## src/rtl/spike_packer.sv

```systemverilog
`default_nettype none
// ============================================================================
// Module   : spike_packer
// Purpose  : Packs 4-bit spike beats from the LFSR encoder, eight per 32-bit
//            word, and writes the 18 words of a 144-beat frame into the spike
//            BRAM. Reports frame completion, counts frames and flags protocol
//            violations (sticky o_err).
// Options  : SPIKE_POPCNT_EN - when defined, accumulates the spike popcount of
//            each frame and presents it on o_spike_cnt; otherwise o_spike_cnt
//            is tied to zero.
// Revision : 1.0 - initial release
// ============================================================================
module spike_packer #(
  parameter int N_BEATS        = 144,
  parameter int SPIKE_W        = 4,
  parameter int BEATS_PER_WORD = 8
) (
  input  logic                              clk,
  input  logic                              rst_n,
  input  logic                              i_w_run,
  input  logic                              i_valid,
  input  logic [SPIKE_W-1:0]                i_spike,
  input  logic                              i_err_clr,
  output logic [SPIKE_W*BEATS_PER_WORD-1:0] d,
  output logic [7:0]                        addr,
  output logic                              ce,
  output logic                              we,
  output logic                              o_done,
  output logic [15:0]                       o_frame_cnt,
  output logic [9:0]                        o_spike_cnt,
  output logic                              o_err
);

  localparam int WORD_W = SPIKE_W * BEATS_PER_WORD;
  localparam int KW     = $clog2(BEATS_PER_WORD);
  localparam int BEAT_W = $clog2(N_BEATS);
  localparam int WIDX_W = BEAT_W - KW;
  localparam int ADDR_W = 8;
  localparam int CNT_W  = 10;

  typedef enum logic [1:0] {
    S_IDLE  = 2'd0,
    S_PACK  = 2'd1,
    S_FLUSH = 2'd2,
    S_DONE  = 2'd3
  } state_t;

  state_t              state_q, state_d;
  logic [BEAT_W-1:0]   beat_q, beat_d;
  logic [WORD_W-1:0]   shift_q, shift_d;
  logic [WORD_W-1:0]   data_q, data_d;
  logic [ADDR_W-1:0]   addr_q, addr_d;
  logic                ce_q, ce_d;
  logic                done_q, done_d;
  logic [15:0]         frame_q, frame_d;
  logic                err_q, err_d;
  logic                pend_q, pend_d;

  logic                w_start;
  logic                w_set_err;
  logic [KW-1:0]       w_k;
  logic [WIDX_W-1:0]   w_widx;
  logic [WORD_W-1:0]   w_word;

  // Beat position within the word and word index come straight from the beat counter
  assign w_k    = beat_q[KW-1:0];
  assign w_widx = beat_q[BEAT_W-1:KW];

  // Next-state, packing datapath, BRAM write and error bookkeeping
  always_comb begin
    state_d   = state_q;
    beat_d    = beat_q;
    shift_d   = shift_q;
    data_d    = data_q;
    addr_d    = addr_q;
    ce_d      = 1'b0;
    done_d    = 1'b0;
    frame_d   = frame_q;
    err_d     = err_q;
    pend_d    = pend_q;
    w_start   = 1'b0;
    w_set_err = 1'b0;

    // Current word with this beat's nibble merged in at position k
    w_word = shift_q;
    w_word[w_k*SPIKE_W +: SPIKE_W] = i_spike;

    case (state_q)
      S_IDLE: begin
        if (i_w_run) begin
          state_d = S_PACK;
          w_start = 1'b1;
        end else if (i_valid) begin
          w_set_err = 1'b1;
        end
      end
      S_PACK: begin
        if (i_w_run) begin
          // Abort: restart the frame at word 0; a coincident beat is dropped
          w_set_err = 1'b1;
          w_start   = 1'b1;
        end else if (i_valid) begin
          if (w_k == KW'(BEATS_PER_WORD - 1)) begin
            data_d  = w_word;
            addr_d  = ADDR_W'(w_widx);
            ce_d    = 1'b1;
            shift_d = '0;
          end else begin
            shift_d = w_word;
          end
          if (beat_q == BEAT_W'(N_BEATS - 1)) begin
            beat_d  = '0;
            state_d = S_FLUSH;
          end else begin
            beat_d = beat_q + BEAT_W'(1);
          end
        end
      end
      S_FLUSH: begin
        state_d = S_DONE;
        done_d  = 1'b1;
        frame_d = frame_q + 16'd1;
        if (i_w_run) begin
          // Remember the early frame start so DONE can go straight to PACK
          pend_d    = 1'b1;
          w_set_err = 1'b1;
        end
        if (i_valid) begin
          w_set_err = 1'b1;
        end
      end
      S_DONE: begin
        pend_d = 1'b0;
        if (i_w_run || pend_q) begin
          state_d = S_PACK;
          w_start = 1'b1;
        end else begin
          state_d = S_IDLE;
        end
        if (i_w_run || i_valid) begin
          w_set_err = 1'b1;
        end
      end
      default: state_d = S_IDLE;
    endcase

    if (w_start) begin
      beat_d  = '0;
      shift_d = '0;
    end

    // A set event in the same cycle as a clear keeps the flag set
    if (w_set_err) begin
      err_d = 1'b1;
    end else if (i_err_clr) begin
      err_d = 1'b0;
    end
  end

  // State and output registers
  always_ff @(posedge clk or negedge rst_n) begin
    if (!rst_n) begin
      state_q <= S_IDLE;
      beat_q  <= '0;
      shift_q <= '0;
      data_q  <= '0;
      addr_q  <= '0;
      ce_q    <= 1'b0;
      done_q  <= 1'b0;
      frame_q <= '0;
      err_q   <= 1'b0;
      pend_q  <= 1'b0;
    end else begin
      state_q <= state_d;
      beat_q  <= beat_d;
      shift_q <= shift_d;
      data_q  <= data_d;
      addr_q  <= addr_d;
      ce_q    <= ce_d;
      done_q  <= done_d;
      frame_q <= frame_d;
      err_q   <= err_d;
      pend_q  <= pend_d;
    end
  end

`ifdef SPIKE_POPCNT_EN
  logic [CNT_W-1:0] acc_q, acc_d;
  logic [CNT_W-1:0] spk_q, spk_d;
  logic [CNT_W-1:0] w_pop;

  // Accumulate the popcount of accepted beats; latch the total as the frame completes
  always_comb begin
    w_pop = '0;
    for (int b = 0; b < SPIKE_W; b++) begin
      w_pop = w_pop + CNT_W'(i_spike[b]);
    end
    acc_d = acc_q;
    spk_d = spk_q;
    if (w_start) begin
      acc_d = '0;
    end else if ((state_q == S_PACK) && i_valid) begin
      acc_d = acc_q + w_pop;
    end
    if (state_q == S_FLUSH) begin
      spk_d = acc_q;
    end
  end

  // Popcount registers
  always_ff @(posedge clk or negedge rst_n) begin
    if (!rst_n) begin
      acc_q <= '0;
      spk_q <= '0;
    end else begin
      acc_q <= acc_d;
      spk_q <= spk_d;
    end
  end

  assign o_spike_cnt = spk_q;
`else
  assign o_spike_cnt = '0;
`endif

  assign d           = data_q;
  assign addr        = addr_q;
  assign ce          = ce_q;
  assign we          = ce_q;
  assign o_done      = done_q;
  assign o_frame_cnt = frame_q;
  assign o_err       = err_q;

endmodule
`default_nettype wire

```

## config.mk

```make
export PLATFORM = sky130hd
export DESIGN_NAME = spike_packer
export DESIGN_NICKNAME = d
export VERILOG_FILES = /design/src/rtl/spike_packer.sv
export SDC_FILE = /design/constraint.sdc
export NUM_CORES = 1
export LEC_CHECK = 0
export ABC_AREA = 1
export BUFFER_PORTS_ARGS = -buffer_cell sky130_fd_sc_hd__clkbuf_2
export CAP_MARGIN = 20
export CORE_MARGIN = 2
export CORE_UTILIZATION = 36
export CTS_CLUSTER_DIAMETER = 40
export DETAILED_ROUTE_END_ITERATION = 8
export PLACE_DENSITY = 0.6
export SLEW_MARGIN = 20
export SYNTH_ARGS = -nofsm -noshare
export SYNTH_HDL_FRONTEND = slang
export SYNTH_SLANG_ARGS = --single-unit
```

## constraint.sdc

```tcl
create_clock -name clk -period 2 [get_ports clk]
set_input_delay 0.6 -clock clk [delete_from_list [all_inputs] [get_ports clk]]
set_output_delay 0.6 -clock clk [all_outputs]
set_load 0.05 [all_outputs]
```

Word level (Yosys, flattened, before mapping):

Cells that the tools add are included.

* register bits after elaboration: 99

* add/sub/neg operators: 3
* equal/unequal tests: 11
* shift-type cells: 2
* muxes and demuxes: 34
* bitwise gates (word level): 1
* reduce and logical (&&, ||, !) cells: 12

Operators by type and width (count)
* $mux 32: 5
* $mux 8: 5
* $neg 5->34: 1
* $shift 4x34->32 const A: 1
* $shiftx 4x34->32: 1
* $bwmux 32: 1
* $add 16x1->16 const B: 1
* $mux 1: 15
* $ne 2x2->1 const B: 5
* $add 8x1->8 const B: 1
* $eq 8x8->1 const B: 1
* $mux 2: 4
* $pmux 2 s4: 1
* $reduce_and 4->1: 2
* $reduce_bool 2->1: 4
* $eq 2x2->1 const B: 2
* $pmux 1 s2: 2
* $pmux 1 s4: 1
* $eq 3x3->1 const B: 1
* $reduce_and 3->1: 1
* $eq 2x1->1 const B: 1
* $logic_not 2->1: 1
* $logic_or 1x1->1: 2
* $ne 2x1->1 const B: 1
* other kinds (3): 3

Logic depth before layout (Yosys ltp):

* word-level depth: 8
* gate-level depth with buffers: 10
* depth with buffers taken out: 10

Least setup slack after synthesis:

Ideal clock, no wire load.

* path type: register to register
* start point: reg beat_q[0]
* end point: reg data_q[28] (netlist: d[28])
* setup time: 0.066 ns
* arrival: 1.663 ns
* required time: 1.934 ns
* setup slack: 0.271 ns
* cell stages (with the launch flop): 9
* period minus slack after synthesis: 1.729 ns
* cell sequence: dfrtp_1 inv_2 ha_1 ha_1 inv_1 nand3_1 o21ai_0 nand2_1 nand2_1

* cells in the longest elaborated chain, start to end: 3
* elaborated cells on any way between the ends: 6

RTL lines
* start: declaration: RTL line 49 `logic [BEAT_W-1:0] beat_q, beat_d;`
* start signal: assignment: RTL line 175 `beat_q <= beat_d;`
* $neg 5->34: RTL line 86 `w_word[w_k*SPIKE_W +: SPIKE_W] = i_spike;`
* $shiftx 4x34->32 or $shift 4x34->32 (tied branches): RTL line 86
* $bwmux 32: RTL line 86
* end signal: assignment: RTL line 177 `data_q <= data_d;`
* end: declaration: RTL line 51 `logic [WORD_W-1:0] data_q, data_d;`

Several ways; a longest one is shown, not always the timed one.
A chain may end at the register's enable or synchronous reset.

Worst setup path in the final report:

* start point: reg beat_q[0]
* end point: reg data_q[27] (netlist: d[27])

Same word-level chain as after synthesis.

==> metrics.yaml <==
status:
  outcome: "finished clean"
power_and_ir_drop:
  power_density_nw_per_um2: 985.1
  power_leakage_nw: 3.123
  irDropWorstVdd_uv: 845.3
setup_path:
  r2r_slack_ns: 0.08
  cp-end-kind: "flop"
  crit_type: "reg -> reg"
  worstPathCellList: "inv_2 -> ha_1 -> ha_1 -> inv_1 -> nand3_1 -> o21ai_1 -> nand2_1 -> nand2_1"
  r2r_cells: 8
  slowest_stage: "dfrtp_1"
  critPathArrivalTime_ns: 2.19
  crit_path_start: "beat_q[0]$_DFFE_PN0P_"
  critPathMaxStageDelay_ns: 0.43
  cp.required_ns: 2.27
  r2r-start: "beat_q[0]$_DFFE_PN0P_"
  crit_fanout: 8
  cp-start-kind: "flop"
  rr_endpoint: "d[27]$_DFFE_PN0P_"
clock_tree:
  cts.htree.levels: 3
  cts_buffer_depth: 2
  cts_sinks: 99
  cts_setup_buffers: 0
  post_cts_resized: 0
  hold_buffers: 0
  cts_root_buf: "clkbuf_16"
  clk_latency_ns: 0.34
  cts_tree: "yes"
  clk_pin_slew_ns: 0.07
  cts_buffers: 9
logic_synthesis:
  ys_seq_area_frac: 0.4985
  synth_xor_xnor_area_share: 0.01939
  synth_seq_cells: 99
  synth_compound_area_frac: 0.05614
  synth_top_cell_by_area: "dfrtp_1"
  synth_top_family_by_area: "simple AND/OR/NAND/NOR gates"
  yosysUniqueCellTypes: 31
  synthCells: 620
  synth-simple-area-share: 0.3155
  syn-mean-instance-area_sq_um: 8.016
  yosysTopAreaCellShare: 0.4985
  synth_fa_ha_area_frac: 0.03021
  synthMuxAreaShare: 0
  yosys_warnings: 0
  synth_area_leaders: "dfrtp_1 50%, nand2_1 22%, ha_1 3.0%"
  netlist_area_sq_um: 4970
global_routing:
  overflow: 0
  grt_pass1_vias: 3997
  grt_use_total: 0.1588
  grt_antenna_before_repair: 0
  grt_max_degree: 61
  grt_pass1_wl_microns: 18860
timing:
  min_period_over_period: 0.9581
  period_minus_slack_ns: 1.916
  skew_ns: 0.004541
  fmax_ghz: 0.5219
  hold_violations: 0
  finalMaxSlewViolations: 0
  rsz0062_at_grt: "yes"
  setup_viol: 0
layout:
  final_util: 0.4319
  layout_common_cells: "291 x nand2_1, 99 x dfrtp_1, 64 x clkbuf_2"
  area_growth_pct: 16.01
  fillers: 1391
  layout_commonest_cell: "nand2_1"
  nets: 711
  layout-drive-gt1-share: 0.1799
  final_cell_area_sq_um: 5766
  num_antenna_cells: 0
  fin_cells: 871
min_path:
  hold_class: "in -> async"
floorplan:
  fp.dieW_microns: 121.5
  placeableCoreArea_sq_um: 13350
  num_rows: 42
  dieHeight_microns: 121.5
  die_area_sq_um: 14760
  initial_utilization: 0.3723
  num_io_pins: 79
place:
  hpwlAfterDp_microns: 7791
  post_dp_cell_area_sq_um: 5468
  placed_cells: 855
  numPortBuffers: 65
  globalplace.congestion: 0.8285
routing:
  route.detailed.drc: 0
  via_count: 4035
  ant_nets: 0
  first_pass_iters: 4
  viasPerCell: 4.633
  wirelength_microns: 10980
  drt-initial-drc-count: 251
  wl_per_cell_microns: 12.61
run:
  cap_viol_max_count: 0
critical path, delay by kind of cell, from the launching register on:
family	cells	cell delay, ns
adder cells (fa/ha/maj)	2	0.56
AO/OA/AOI/OAI	1	0.28
buffers and inverters	2	0.17
AND/OR/NAND/NOR	3	0.41
flip-flops	1	0.43
registers in the layout, indices dropped and copies added, names as in the netlist:
name	flops
addr	5
beat_q	8
ce	1
d	32
o_done	1
o_err	1
o_frame_cnt	16
pend_q	1
shift_q	32
state_q	2
cell type report:
class                      count  area [sq um]  share of cell area
sequential                    99          2477              0.4297
timing repair buffer          77         455.4             0.07899
inverter                      45         177.7             0.03082
clock inverter                 4         25.02            0.004340
clock buffer                  12         256.5             0.04449
multi-input combinational    458          2153              0.3735
tap                          176         220.2             0.03819
report_power, final:
| part | internal (mW) | total [mW] | switching [mW] |
|---|---|---|---|
| clock network | 0.908 | 1.64 | 0.732 |
| logic | 0.476 | 1.77 | 1.30 |
| registers | 2.14 | 2.27 | 0.125 |
| total | 3.52 | 5.68 | 2.16 |
through the flow:
step	TNS [ns]	power, mW	worst slack, ns	hold slack [ns]
4_1_cts	0	5.707	0.03289	0.2398
6_report	0	5.680	0.08380	0.2315
3_3_place_gp	0	3.992	0.1501	0.4615
2_1_floorplan	0	3.677	0.2707	0.3044
3_5_place_dp	0	4.042	0.05864	0.4648
5_1_grt	-1.054	6.063	-0.07979	0.2438
routing by layer:
metal	GRT usage	wire length (microns)	up-vias	part of all wire
met4	0.04382	138	0	0.013
li1	-	-	2045	-
met3	0.04699	576	14	0.052
met5	0	0	-	0
met2	0.2605	5184	86	0.47
met1	0.2043	5081	1890	0.46
cell families (layout without fill, tap and decap cells):
group / after synthesis / in the layout
and+or+nand+nor: 368 / 368
DFF: 99 / 99
buffers and inverters: 75 / 138
AOI/OAI and AO/OA: 54 / 54
adders and majority gates: 12 / 12
xor gates and xnor gates: 11 / 11
other: 1 / 13
synthesized netlist by cell type, drive strengths merged:
| cell type | count |
|---|---|
| buf | 30 |
| xor2 | 8 |
| nand3 | 31 |
| o21ai | 51 |
| clkinv | 1 |
| inv | 44 |
| dfrtp | 99 |
| o211ai | 1 |
| nand4 | 9 |
| o21a | 1 |
| a21oi | 1 |
| nand2 | 299 |
| xnor2 | 3 |
| ha | 12 |
| conb | 1 |
| nor2 | 26 |
| nor3 | 2 |
| nor3b | 1 |
how the worst max path moves through the flow:
stage / end / slack [ns] / cells after the start
2_1_floorplan: d[28]$_DFFE_PN0P_ / 0.27 / 8
3_3_place_gp: d[29]$_DFFE_PN0P_ / 0.15 / 8
3_5_place_dp: shift_q[30]$_DFFE_PN0P_ / 0.06 / 8
4_1_cts: shift_q[30]$_DFFE_PN0P_ / 0.03 / 8
5_1_grt: d[23]$_DFFE_PN0P_ / -0.08 / 8
6_report: d[27]$_DFFE_PN0P_ / 0.08 / 8
Note: power is estimated with default switching activity, not from simulation.
